--- config.mk ---
export PLATFORM = sky130hd
export DESIGN_NAME = mul_accum_stage_flat
export DESIGN_NICKNAME = d
export VERILOG_FILES = /design/src/rtl/mul_pipe_pkg.sv /design/src/rtl/mul_accum_stage_if.sv /design/src/rtl/mul_acc_add.sv /design/src/rtl/mul_accum_stage.sv /design/src/flat_wrapper.sv
export SDC_FILE = /design/constraint.sdc
export NUM_CORES = 1
export LEC_CHECK = 0
export ABC_AREA = 1
export BUFFER_PORTS_ARGS = -buffer_cell sky130_fd_sc_hd__buf_4
export CAP_MARGIN = 20
export CORE_ASPECT_RATIO = 1.75
export CORE_MARGIN = 10
export CORE_UTILIZATION = 35
export CTS_CLUSTER_SIZE = 14
export DETAILED_ROUTE_END_ITERATION = 10
export PLACE_DENSITY = 0.6
export SKIP_LAST_GASP = 1
export SLEW_MARGIN = 20
export SYNTH_ARGS = -nofsm -noshare
export SYNTH_HDL_FRONTEND = slang
export SYNTH_SLANG_ARGS = --single-unit
export TNS_END_PERCENT = 5
--- constraint.sdc ---
create_clock -name clk -period 4.3 [get_ports clk]
set_clock_uncertainty 0.1 [all_clocks]
set_input_delay 0.215 -clock clk [delete_from_list [all_inputs] [get_ports clk]]
set_output_delay 0.215 -clock clk [all_outputs]
set_load 0.02 [all_outputs]
--- src/rtl/mul_pipe_pkg.sv ---
// Shared constants and types for the multiplier product accumulator.
package mul_pipe_pkg;

  localparam int PROD_W        = 64;
  localparam int DEF_ACC_W     = 72;
  localparam int DEF_BLOCK_LEN = 8;
  localparam int DEF_CNT_W     = 9;

  // Observable stage state, derived from registers rather than stored
  typedef enum logic [1:0] {
    ST_IDLE = 2'd0,
    ST_ACC  = 2'd1,
    ST_HOLD = 2'd2
  } acc_state_e;

endpackage

--- src/rtl/mul_accum_stage_if.sv ---
// Product-in / block-result-out handshake bundle of mul_accum_stage.
interface mul_accum_stage_if
  import mul_pipe_pkg::*;
#(
  parameter int ACC_W = DEF_ACC_W,
  parameter int CNT_W = DEF_CNT_W
);
  logic              in_valid;
  logic [PROD_W-1:0] in_prod;
  logic              in_last;
  logic              in_ready;
  logic              flush;
  logic              out_valid;
  logic              out_ready;
  logic [ACC_W-1:0]  out_sum;
  logic [CNT_W-1:0]  out_count;
  logic              out_ovf;
  acc_state_e        state;

  modport master (
    output in_valid, in_prod, in_last, flush, out_ready,
    input  in_ready, out_valid, out_sum, out_count, out_ovf, state
  );

  modport slave (
    input  in_valid, in_prod, in_last, flush, out_ready,
    output in_ready, out_valid, out_sum, out_count, out_ovf, state
  );
endinterface

--- src/rtl/mul_acc_add.sv ---
// Accumulator adder: acc plus zero-extended product.
// MUL_ACC_SAT_EN selects saturating add with carry-out as sat; otherwise wraps.
module mul_acc_add
  import mul_pipe_pkg::*;
#(
  parameter int ACC_W = DEF_ACC_W
) (
  input  logic [ACC_W-1:0]  acc,
  input  logic [PROD_W-1:0] prod,
  output logic [ACC_W-1:0]  sum,
  output logic              sat
);

`ifdef MUL_ACC_SAT_EN
  logic [ACC_W:0] full_s;

  assign full_s = {1'b0, acc} + (ACC_W + 1)'(prod);

  // Clamp to all-ones when the add carries out
  always_comb begin
    if (full_s[ACC_W]) begin
      sum = {ACC_W{1'b1}};
      sat = 1'b1;
    end else begin
      sum = full_s[ACC_W-1:0];
      sat = 1'b0;
    end
  end
`else
  assign sum = acc + ACC_W'(prod);
  assign sat = 1'b0;
`endif

endmodule

--- src/rtl/mul_accum_stage.sv ---
// Sums blocks of multiplier products and emits one held result per block.
// Optional saturation is enabled with `define MUL_ACC_SAT_EN.
module mul_accum_stage
  import mul_pipe_pkg::*;
#(
  parameter int ACC_W     = DEF_ACC_W,
  parameter int BLOCK_LEN = DEF_BLOCK_LEN,
  parameter int CNT_W     = DEF_CNT_W
) (
  input logic               clk,
  input logic               reset,
  mul_accum_stage_if.slave  bus
);

  logic [ACC_W-1:0] acc_r;
  logic [CNT_W-1:0] cnt_r;
  logic             ovf_r;
  logic             out_valid_r;
  logic [ACC_W-1:0] out_sum_r;
  logic [CNT_W-1:0] out_count_r;
  logic             out_ovf_r;

  logic             in_ready_s;
  logic             accept_s;
  logic             close_s;
  logic             flush_emit_s;
  logic             emit_s;
  logic [ACC_W-1:0] sum_s;
  logic             sat_s;
  logic [ACC_W-1:0] emit_sum_s;
  logic [CNT_W-1:0] emit_count_s;
  logic             emit_ovf_s;
  acc_state_e       state_s;

  mul_acc_add #(.ACC_W(ACC_W)) u_add (
    .acc  (acc_r),
    .prod (bus.in_prod),
    .sum  (sum_s),
    .sat  (sat_s)
  );

  assign in_ready_s   = !out_valid_r || bus.out_ready;
  assign accept_s     = bus.in_valid && in_ready_s;
  assign close_s      = accept_s && ((cnt_r == CNT_W'(BLOCK_LEN - 1)) || bus.in_last || bus.flush);
  // A beatless flush only closes a non-empty block while the result slot is free
  assign flush_emit_s = bus.flush && !accept_s && in_ready_s && (cnt_r != {CNT_W{1'b0}});
  assign emit_s       = close_s || flush_emit_s;

  // Select the values loaded into the result registers
  always_comb begin
    emit_sum_s   = acc_r;
    emit_count_s = cnt_r;
    emit_ovf_s   = ovf_r;
    if (close_s) begin
      emit_sum_s   = sum_s;
      emit_count_s = cnt_r + CNT_W'(1);
      emit_ovf_s   = ovf_r | sat_s;
    end else begin
      emit_sum_s   = acc_r;
      emit_count_s = cnt_r;
      emit_ovf_s   = ovf_r;
    end
  end

  // Running block accumulator, beat counter and sticky overflow
  always_ff @(posedge clk) begin
    if (reset) begin
      acc_r <= {ACC_W{1'b0}};
      cnt_r <= {CNT_W{1'b0}};
      ovf_r <= 1'b0;
    end else if (emit_s) begin
      acc_r <= {ACC_W{1'b0}};
      cnt_r <= {CNT_W{1'b0}};
      ovf_r <= 1'b0;
    end else if (accept_s) begin
      acc_r <= sum_s;
      cnt_r <= cnt_r + CNT_W'(1);
      ovf_r <= ovf_r | sat_s;
    end
  end

  // Held result; a new emit on the drain cycle keeps valid high
  always_ff @(posedge clk) begin
    if (reset) begin
      out_valid_r <= 1'b0;
      out_sum_r   <= {ACC_W{1'b0}};
      out_count_r <= {CNT_W{1'b0}};
      out_ovf_r   <= 1'b0;
    end else if (emit_s) begin
      out_valid_r <= 1'b1;
      out_sum_r   <= emit_sum_s;
      out_count_r <= emit_count_s;
      out_ovf_r   <= emit_ovf_s;
    end else if (out_valid_r && bus.out_ready) begin
      out_valid_r <= 1'b0;
    end
  end

  // Debug view of the stage state
  always_comb begin
    state_s = ST_IDLE;
    if (out_valid_r) begin
      state_s = ST_HOLD;
    end else if (cnt_r != {CNT_W{1'b0}}) begin
      state_s = ST_ACC;
    end else begin
      state_s = ST_IDLE;
    end
  end

  assign bus.in_ready  = in_ready_s;
  assign bus.out_valid = out_valid_r;
  assign bus.out_sum   = out_sum_r;
  assign bus.out_count = out_count_r;
  assign bus.out_ovf   = out_ovf_r;
  assign bus.state     = state_s;

endmodule
--- src/flat_wrapper.sv ---
// flat-port wrapper written by rule: the top's interface ports become plain ports
module mul_accum_stage_flat import mul_pipe_pkg::*;
#(
  parameter int ACC_W     = DEF_ACC_W,
  parameter int BLOCK_LEN = DEF_BLOCK_LEN,
  parameter int CNT_W     = DEF_CNT_W
)
  (clk, reset, bus_in_valid, bus_in_prod, bus_in_last, bus_flush, bus_out_ready, bus_in_ready, bus_out_valid, bus_out_sum, bus_out_count, bus_out_ovf, bus_state);
  mul_accum_stage_if #(.ACC_W(ACC_W), .CNT_W(CNT_W)) bus_i ();
  input logic clk;
  input logic reset;
  input wire logic [$bits(bus_i.in_valid)-1:0] bus_in_valid;
  input wire logic [$bits(bus_i.in_prod)-1:0] bus_in_prod;
  input wire logic [$bits(bus_i.in_last)-1:0] bus_in_last;
  input wire logic [$bits(bus_i.flush)-1:0] bus_flush;
  input wire logic [$bits(bus_i.out_ready)-1:0] bus_out_ready;
  output wire logic [$bits(bus_i.in_ready)-1:0] bus_in_ready;
  output wire logic [$bits(bus_i.out_valid)-1:0] bus_out_valid;
  output wire logic [$bits(bus_i.out_sum)-1:0] bus_out_sum;
  output wire logic [$bits(bus_i.out_count)-1:0] bus_out_count;
  output wire logic [$bits(bus_i.out_ovf)-1:0] bus_out_ovf;
  output wire logic [$bits(bus_i.state)-1:0] bus_state;
  assign bus_i.in_valid = bus_in_valid;
  assign bus_i.in_prod = bus_in_prod;
  assign bus_i.in_last = bus_in_last;
  assign bus_i.flush = bus_flush;
  assign bus_i.out_ready = bus_out_ready;
  assign bus_in_ready = bus_i.in_ready;
  assign bus_out_valid = bus_i.out_valid;
  assign bus_out_sum = bus_i.out_sum;
  assign bus_out_count = bus_i.out_count;
  assign bus_out_ovf = bus_i.out_ovf;
  assign bus_state = bus_i.state;
  mul_accum_stage #(.ACC_W(ACC_W), .BLOCK_LEN(BLOCK_LEN), .CNT_W(CNT_W)) u_core (.clk(clk), .reset(reset), .bus(bus_i));
endmodule
==> impl_metrics.tcl, run 1 <==
set metrics [dict create \
    use_met2 0.482 \
    min_period_ns 3.02 \
    cap_violations 0 \
    report.final.slew_viol_count 0 \
    syn2layout_area_growth_pct 17.4 \
    setup_viol 0 \
    nNetsFinal 2460 \
    yosysTopAreaCell "dfxtp_1" \
    start_kind "register" \
    slew_headroom 0.295 \
    hold_violations 0 \
    initial_core_util 0.356 \
    yosys.area_share.adder 0.0671 \
    outcome "complete, no violations" \
    diodes 0 \
    grt_pass1_vias 13800 \
    die_x_microns 163 \
    vdd_drop_max_v 0.000265 \
    critPathLaunch "u_core.cnt_r[0]" \
    cts_htree_levels 4 \
    r2r-end "u_core.cnt_r[7]" \
    muxShareOfSynthArea 0.0103 \
    fin_tns_setup_ns 0 \
    post-synth-top-count-cell "nand2_1" \
    antenna_left 0 \
    met3_usage 0.0354 \
    syn_area_per_cell_sq_um 5.73 \
    yosys-top-cells-area "dfxtp_1, nand2_1, inv_1" \
    layout-drive-gt1-share 0.0916 \
    rr_startpoint "u_core.cnt_r[0]" \
    remaining_drc_errors 0 \
    grt_max_degree 90 \
    timing.hold.worst_endpoint "u_core.bus.out_valid" \
    placement.io_buffers 154 \
    synth_compound_area_frac 0.123 \
    worst_pin_slew_ns 1.06 \
    grt_overflow_total 0 \
    cts_max_path_buffers 2 \
    holdWs_ns 0.0377 \
    cts.reportedPaths.clkPinSlew_ns 0.08 \
    wl_microns 57000 \
    die_h_microns 271 \
    crit_arrival_ns 3.32 \
    coreArea_sq_um 35400 \
    ys.warnings.count 0 \
    drtIter0Drc 958 \
    io_pins 156 \
    hold_class "in -> reg" \
    synth_top_area_share 0.259 \
    synth-edff-count 0 \
    die-area_sq_um 44300 \
    end_kind "register" \
    synth_cell_types 35 \
    leakagePower_uw 0.00814 \
    async_flop_share 0 \
    synthXorXnorAreaFrac 0.0299 \
    dpl.hpwl_microns 45900 \
    gp_congestion 1.01 \
    power_density_nw_per_um2 341 \
    ctsHoldBuffers 0 \
    cts_buffers 17 \
    ys_ff_latch 163 \
    yosys_most_used_dff "dfxtp_1" \
    required_ns 4.60 \
    vias_per_cell 4.98 \
    grt_util_met1 0.229 \
    finalCritPeriodShare 0.703 \
    clk_latency_ns 0.47 \
    grt_pass1_wl_microns 84000 \
    cts_setup_buffers 0 \
    synth_nets 2336 \
    critPathMaxFanout 54 \
    grt.total_usage 0.254 \
    clockRootBuffer "clkbuf_16" \
    grt_setup_unrepaired "no" \
    vias 13900 \
    cts_tree "built" \
    ctsResizeCount 0 \
    hold_start "bus_out_ready" \
    grt_most_used_layer "met2" \
    cts.sinks 163 \
    syn_area_sq_um 12600 \
    grt_antenna_before_repair 0 \
    worstRegToRegCells 13 \
    drt_first_pass_iters 5 \
    rows 91 \
    ys_seq_area_frac 0.259 \
    synth_common_cells "nand2_1, inv_1, nor2_1" \
    path_class "reg -> reg" \
    timing.fmax_mhz 331 \
    reg2reg_slack_ns 1.28 \
    synth_top_family_by_area "simple AND/OR/NAND/NOR gates" \
    hold_depth 4 \
    routedWlPerCell_microns 20.4 \
    synth-simple-area-share 0.373 \
    synth_cells 2199 \
]
cell type report:
class                      instances  area (sq um)
fill                            3916         20600
clock inverter                    15           188
sequential                       163          3260
multi-input combinational       1583          7600
clock buffer                      17           425
inverter                         392          1470
timing repair buffer             166          1270
tap                              465           582
how the worst max path moves through the flow:
stage	to	slack [ns]	cells past startpoint
2_1_floorplan	u_core.acc_r[68]	2.20	15
3_3_place_gp	u_core.bus.out_sum[63]	1.33	15
3_5_place_dp	u_core.cnt_r[7]	1.29	13
4_1_cts	u_core.cnt_r[7]	1.26	13
5_1_grt	u_core.cnt_r[7]	0.98	13
6_report	u_core.cnt_r[7]	1.28	13
report_power, final:
part / total [uW] / switching (uW) / internal, uW
registers: 1750 / 113 / 1640
logic: 1660 / 1120 / 538
clock network: 1640 / 805 / 838
critical path, stage by stage, from the launching register on:
cell     delay, ns
dfxtp_1       0.35
ha_1          0.27
nand3_1       0.10
nor2_1        0.05
nor2_1        0.08
nand2_1       0.08
nand2_2       0.08
inv_2         0.05
nor2_4        0.52
inv_2         0.19
nor2_8        0.13
buf_4         0.58
o21ai_0       0.21
a21oi_1       0.15
metrics by stage:
stage / util / total power, uW / cells / instance area (sq um) / worst slack [ns]
2_1_floorplan: - / 2790 / 2199 / 12600 / 2.20
3_3_place_gp: 0.400 / 3420 / 2768 / 14200 / 1.33
3_5_place_dp: 0.400 / 3430 / 2768 / 14200 / 1.29
4_1_cts: 0.417 / 5070 / 2800 / 14800 / 1.26
5_1_grt: 0.418 / 5310 / 2801 / 14800 / 0.975
6_report: 0.418 / 5050 / 2801 / 14800 / 1.28
routing by layer:
layer	wire length, microns	up-vias
met4	5150	0
met1	18800	6287
met2	30900	423
li1	-	7076
met3	2170	160
met5	0	-
cell families after synthesis:
group / count (synthesis)
simple gates: 1179
buf+inv: 453
fa+ha+maj: 67
xor+xnor: 43
other cells: 1
compound gates: 280
mux: 13
flops: 163
sequential cells by signal, indices dropped and copies added, names as in the netlist:
| name | cells |
|---|---|
| u_core.acc_r | 72 |
| u_core.bus.out_count | 9 |
| u_core.bus.out_sum | 72 |
| u_core.bus.out_valid | 1 |
| u_core.cnt_r | 9 |
placed cells by master (no fill, tap or decap), drive strengths merged:
cell type,count
o211ai,39
a21oi,147
mux2i,13
nand2,767
bufinv,1
fa,1
conb,1
inv,398
o21ai,69
clkbuf,17
clkinvlp,2
buf,166
nand4,6
xnor2,25
ha,66
a211oi,1
a21o,2
or2,1
o21bai,6
a31oi,13
o21a,2
dfxtp,163
nor3,17
nor2,233
nor4,1
xor2,18
and2,3
clkinv,6
a21boi,1
nand3,151
(Power assumes the default switching activity.)
==> run 2, diff against run 1 <==
--- a/config.mk
+++ b/config.mk
@@ -5,7 +5,7 @@
 export SDC_FILE = /design/constraint.sdc
 export NUM_CORES = 1
 export LEC_CHECK = 0
-export ABC_AREA = 1
+export ABC_AREA = 0
 export BUFFER_PORTS_ARGS = -buffer_cell sky130_fd_sc_hd__buf_4
 export CAP_MARGIN = 20
 export CORE_ASPECT_RATIO = 1.75
==> constraint.sdc (replaced) <==
create_clock -name clk -period 3.2 [get_ports clk]
set_clock_uncertainty 0.1 [all_clocks]
set_input_delay 0.16 -clock clk [delete_from_list [all_inputs] [get_ports clk]]
set_output_delay 0.16 -clock clk [all_outputs]
set_load 0.02 [all_outputs]
==> run 2 against run 1 <==
Net effect:
- hold slack got worse by 0.029 ns
- first-iteration DRC count decreased by 18%
- largest power group unchanged
- maximum frequency is 3.6% lower
- worst setup slack got worse by 1.2 ns
- sequential share of layout area grew 1.1 points
- global-route usage is 5.3 points lower
- count of clock-buffer cells in the layout up 3
- routed wire length shrank 27%
==> impl_metrics.tcl, run 2 <==
set metrics [dict create \
    fin_tns_setup_ns 0 \
    grt.total_usage 0.201 \
    synth_nets 1630 \
    end_kind "register" \
    grt_antenna_before_repair 0 \
    required_ns 3.50 \
    ys_ff_latch 163 \
    grt_max_degree 70 \
    worstRegToRegCells 11 \
    yosys-top-cells-area "dfxtp_1, nand2_1, ha_1" \
    critPathMaxFanout 7 \
    grt_pass1_vias 12000 \
    async_flop_share 0 \
    synth_top_area_share 0.291 \
    die_x_microns 155 \
    hold_start "bus_in_prod[0]" \
    met3_usage 0.0392 \
    vias_per_cell 5.78 \
    rr_startpoint "u_core.acc_r[19]" \
    clk_latency_ns 0.46 \
    cap_violations 0 \
    post-route-util 0.447 \
    slew_headroom 0.425 \
    reg2reg_slack_ns 0.06 \
    placement.io_buffers 154 \
    drt_first_pass_iters 6 \
    yosys_most_used_dff "dfxtp_1" \
    ys_seq_area_frac 0.291 \
    drtIter0Drc 789 \
    dp.cells 2036 \
    antenna_left 0 \
    die-area_sq_um 39800 \
    initial_core_util 0.355 \
    crit_arrival_ns 3.43 \
    timing.fmax_mhz 319 \
    final_cell_mix "nand2_1, buf_4, dfxtp_1, a21oi_1, nor2_1" \
    grt_util_met1 0.200 \
    start_kind "register" \
    hold_violations 0 \
    outcome "complete, no violations" \
    grt_pass1_wl_microns 64400 \
    coreArea_sq_um 31500 \
    io_pins 156 \
    syn_area_sq_um 11200 \
    timing.hold.worst_endpoint "u_core.acc_r[0]" \
    cts_htree_levels 4 \
    nNetsFinal 1798 \
    layout-drive-gt1-share 0.219 \
    hold_depth 4 \
    cts.reportedPaths.clkPinSlew_ns 0.07 \
    fillerInstances 3175 \
    syn_area_per_cell_sq_um 7.50 \
    ys.warnings.count 0 \
    grt_setup_unrepaired "yes" \
    gp_congestion 0.959 \
    final_cell_count_no_fill 2070 \
    setup_viol 0 \
    cts.sinks 163 \
    diodes 0 \
    vdd_drop_max_v 0.000446 \
    min_period_ns 3.14 \
    synth_cell_types 89 \
    dpl.hpwl_microns 31100 \
    routedWlPerCell_microns 20.1 \
    cts_buffers 17 \
    path_class "reg -> reg" \
    hold_class "in -> reg" \
    grt_most_used_layer "met2" \
    r2r-end "u_core.acc_r[70]" \
    vias 12000 \
    yosysTopAreaCell "dfxtp_1" \
    synth_cells 1493 \
    worst_pin_slew_ns 0.862 \
    wl_microns 41700 \
    cts_tree "built" \
    final_common_cell "nand2_1" \
    report.final.slew_viol_count 0 \
    syn2layout_area_growth_pct 25.9 \
    leakagePower_uw 0.00589 \
    die_h_microns 257 \
    grt_overflow_total 0 \
    rows 86 \
    post-synth-top-count-cell "nand2_1" \
    synth_common_cells "nand2_1, dfxtp_1, a21oi_1" \
    remaining_drc_errors 0 \
    clockRootBuffer "clkbuf_16" \
    use_met2 0.368 \
    synth-edff-count 0 \
    cts_max_path_buffers 2 \
    finalCritPeriodShare 0.980 \
    ctsHoldBuffers 0 \
    power_density_nw_per_um2 463 \
]
==> run 2: cell count changes after synthesis, sizes merged, moves of 30 or more <==
cell	before	now
and3	0	31
nand2	767	294
nor2	233	133
nand3	151	33
clkbuf	27	80
inv	392	19
a311oi	0	41
o211ai	39	9
==> run 2: cell families (layout without fill, tap and decap cells) <==
family	count (synthesis)	count (layout)	synth area share
compound gates	439	439	0.267
xor+xnor	60	60	0.0469
fa+ha+maj	67	67	0.0755
buf+inv	126	307	0.0543
flops	163	163	0.291
mux	10	10	0.00894
other cells	1	1	0.000335
simple gates	627	627	0.256
==> run 2: repair_timing <==
| item | in CTS | in global routing |
|---|---|---|
| endpoints found under the setup margin | 19 | 49 |
| pin swaps | 1 | 21 |
| gates resized for setup | 4 | 54 |
| gates cloned | 0 | 0 |
| setup buffers | 0 | 2 |
==> run 2: power by group <==
part	internal (uW)	switching (uW)	leakage [uW]
combinational	787	1200	0.00425
clock	1290	956	0.000303
sequential	2180	119	0.00134
==> run 2: area by class of cell <==
cell class | count | area, sq um | share of cell area
clock buffers | 20 | 457 | 0.0324
clock inverters | 12 | 170 | 0.0121
inverters | 19 | 71.3 | 0.00506
multi-input cells | 1204 | 7680 | 0.545
flip-flops and latches | 163 | 3260 | 0.231
well taps | 396 | 495 | 0.0351
repair buffers | 256 | 1960 | 0.139
==> run 2: worst max-delay path, stage by stage, from the launching register on <==
cell and delay [ns]:
dfxtp_1 0.33, ha_1 0.31, buf_4 0.13, nand4_1 0.20
or3_4 0.47, o22ai_4 0.20, nand2_4 0.11, a311oi_4 0.31
nor3_1 0.08, o21a_2 0.26, or4_4 0.43, a21oi_2 0.14
==> run 2: how the worst max path moves through the flow <==
stage | startpoint | to | slack [ns]
6_report | u_core.acc_r[19] | u_core.acc_r[70] | 0.06
5_1_grt | u_core.acc_r[19] | u_core.acc_r[66] | -0.06
4_1_cts | u_core.acc_r[14] | u_core.bus.out_sum[47] | -0.05
3_5_place_dp | u_core.acc_r[24] | u_core.acc_r[41] | -0.30
3_3_place_gp | u_core.acc_r[25] | u_core.acc_r[41] | -0.28
2_1_floorplan | u_core.acc_r[0] | u_core.bus.out_sum[60] | 0.28
==> run 2: routing by layer <==
layer  wire length (microns)  vias up  part of all wire
li1                        -     5752                 -
met1                   15000     5653              0.36
met2                   21800      417              0.52
met3                    2260      133             0.054
met4                    2590        0             0.062
met5                       0        -                 0
==> run 2: per-stage QoR <==
stage | total power, uW | worst slack [ns] | hold WS [ns] | instance area, sq um
global route | 6840 | -0.0570 | 0.0352 | 14100
floorplan | 3530 | 0.283 | 0.272 | 11200
finish | 6530 | 0.0643 | 0.00912 | 14100
global placement | 4230 | -0.275 | 0.349 | 13100
CTS | 6500 | -0.0530 | 0.00457 | 13800
detailed placement | 4250 | -0.299 | 0.351 | 13100
==> run 3, diff against run 2 <==
--- a/config.mk
+++ b/config.mk
@@ -13,7 +13,7 @@
 export CORE_UTILIZATION = 35
 export CTS_CLUSTER_SIZE = 14
 export DETAILED_ROUTE_END_ITERATION = 10
-export PLACE_DENSITY = 0.6
+export PLACE_DENSITY = 0.54
 export SKIP_LAST_GASP = 1
 export SLEW_MARGIN = 20
 export SYNTH_ARGS = -nofsm -noshare
==> run 3 against run 2 <==
Net effect:
- routed wire length rose by 2.2%
- sequential power barely moved
- total power shrank 1.6%
==> impl_metrics.tcl, run 3 (synthesis results as in run 2) <==
set metrics [dict create \
    min_period_ns 3.19 \
    io_pins 156 \
    clk_latency_ns 0.47 \
    setup_viol 0 \
    wl_microns 42600 \
    vias_per_cell 5.63 \
    final_cell_count_no_fill 2115 \
    vdd_drop_max_v 0.000422 \
    slew_headroom 0.443 \
    cts.reportedPaths.clkPinSlew_ns 0.07 \
    layout-drive-gt1-share 0.237 \
    routedWlPerCell_microns 20.1 \
    final_cell_mix "buf_4, nand2_1, dfxtp_1, a21oi_1, nor2_1" \
    grt_pass1_vias 12200 \
    grt_antenna_before_repair 0 \
    dpl.hpwl_microns 31800 \
    grt_setup_unrepaired "yes" \
    cts_tree "built" \
    clockRootBuffer "clkbuf_16" \
    grt_pass1_wl_microns 66200 \
    initial_core_util 0.355 \
    cap_violations 0 \
    crit_arrival_ns 3.47 \
    report.final.slew_viol_count 0 \
    final_common_cell "buf_4" \
    cp_top_family "compound AO/OA/AOI/OAI gates" \
    end_kind "register" \
    dp.cells 2077 \
    nNetsFinal 1843 \
    die_x_microns 155 \
    remaining_drc_errors 0 \
    drt_first_pass_iters 5 \
    diodes 0 \
    holdWs_ns 0.0728 \
    rows 86 \
    finalCritPeriodShare 0.996 \
    die_h_microns 257 \
    cp_cell_sequence "ha_1 > buf_4 > buf_4 > nand4_1 > buf_4 > nor3_2 > o2111ai_2 > a311oi_2 > nor3_1 > o21a_2 > or4_1 > a21oi_1" \
    cp_slowest_stage_delay_ns 0.41 \
    critPathMaxFanout 7 \
    grt.total_usage 0.208 \
    grt_overflow_total 0 \
    placement.io_buffers 154 \
    fin_tns_setup_ns 0 \
    cts.sinks 163 \
    leakagePower_uw 0.00606 \
    coreArea_sq_um 31500 \
    outcome "complete, no violations" \
    antenna_left 0 \
    grt_max_degree 71 \
    start_kind "register" \
    syn2layout_area_growth_pct 27.6 \
    path_class "reg -> reg" \
    crit_top_cell "buf_4" \
    hold_class "in -> reg" \
    cts_max_path_buffers 2 \
    required_ns 3.49 \
    fillerInstances 3275 \
    power_density_nw_per_um2 449 \
    cp_num_buf_inv 3 \
    cts_buffers 17 \
    worst_pin_slew_ns 0.836 \
    vias 11900 \
    drtIter0Drc 629 \
    cts_htree_levels 4 \
    die-area_sq_um 39800 \
    timing.fmax_mhz 314 \
    gp_congestion 0.955 \
    hold_violations 0 \
    cp_slowest_cell "a311oi_2" \
]
-- run 3: per-layer routing --
| layer | vias up | GRT usage | share of wire |
|---|---|---|---|
| met5 | - | 0 | 0 |
| met4 | 0 | 0.105 | 0.043 |
| met3 | 88 | 0.0318 | 0.038 |
| met2 | 312 | 0.393 | 0.54 |
| met1 | 5666 | 0.212 | 0.37 |
| li1 | 5839 | - | - |
-- run 3: area by class of cell --
type | count | area (sq um) | share of cell area
multi-input combinational | 1204 | 7580 | 0.530
sequential | 163 | 3260 | 0.228
timing repair buffer | 301 | 2310 | 0.162
tap | 396 | 495 | 0.0347
clock buffer | 19 | 443 | 0.0310
clock inverter | 13 | 125 | 0.00876
inverter | 19 | 71.3 | 0.00499
-- run 3: power breakdown --
group	switching (uW)	internal [uW]	total [uW]
clock network	982	1110	2090
logic	1200	836	2040
registers	114	2180	2300
total	2300	4120	6420
-- run 3: timing repair --
item / 4_1_cts / 5_1_grt
hold buffers: 1 / 0
gates resized for setup: 1 / 49
endpoints found under the hold margin: 1 / 0
gates cloned: 0 / 0
buffers inserted: 0 / 5
setup endpoints to repair: 17 / 58
pin swaps: 0 / 15
-- run 3: path summary, 6_finish.rpt --
path | start | endpoint | slack, ns | depth (start not counted)
max | u_core.acc_r[19] | u_core.acc_r[70] | 0.01 | 12
min | reset | u_core.bus.out_sum[2] | 0.07 | 2
max reg2reg | u_core.acc_r[19] | u_core.acc_r[70] | 0.01 | 12
min reg2reg | u_core.bus.out_sum[4] | u_core.bus.out_sum[4] | 0.36 | 2
-- run 3: through the flow --
stage | total power (uW) | setup slack, ns | util | instance area [sq um]
final | 6420 | 0.0141 | 0.453 | 14300
after detailed placement | 4330 | -0.0883 | 0.426 | 13400
after global placement | 4320 | -0.0277 | 0.426 | 13400
after floorplan | 3530 | 0.283 | - | 11200
after CTS | 6430 | -0.0578 | 0.445 | 14000
after global routing | 6750 | -0.0774 | 0.453 | 14300
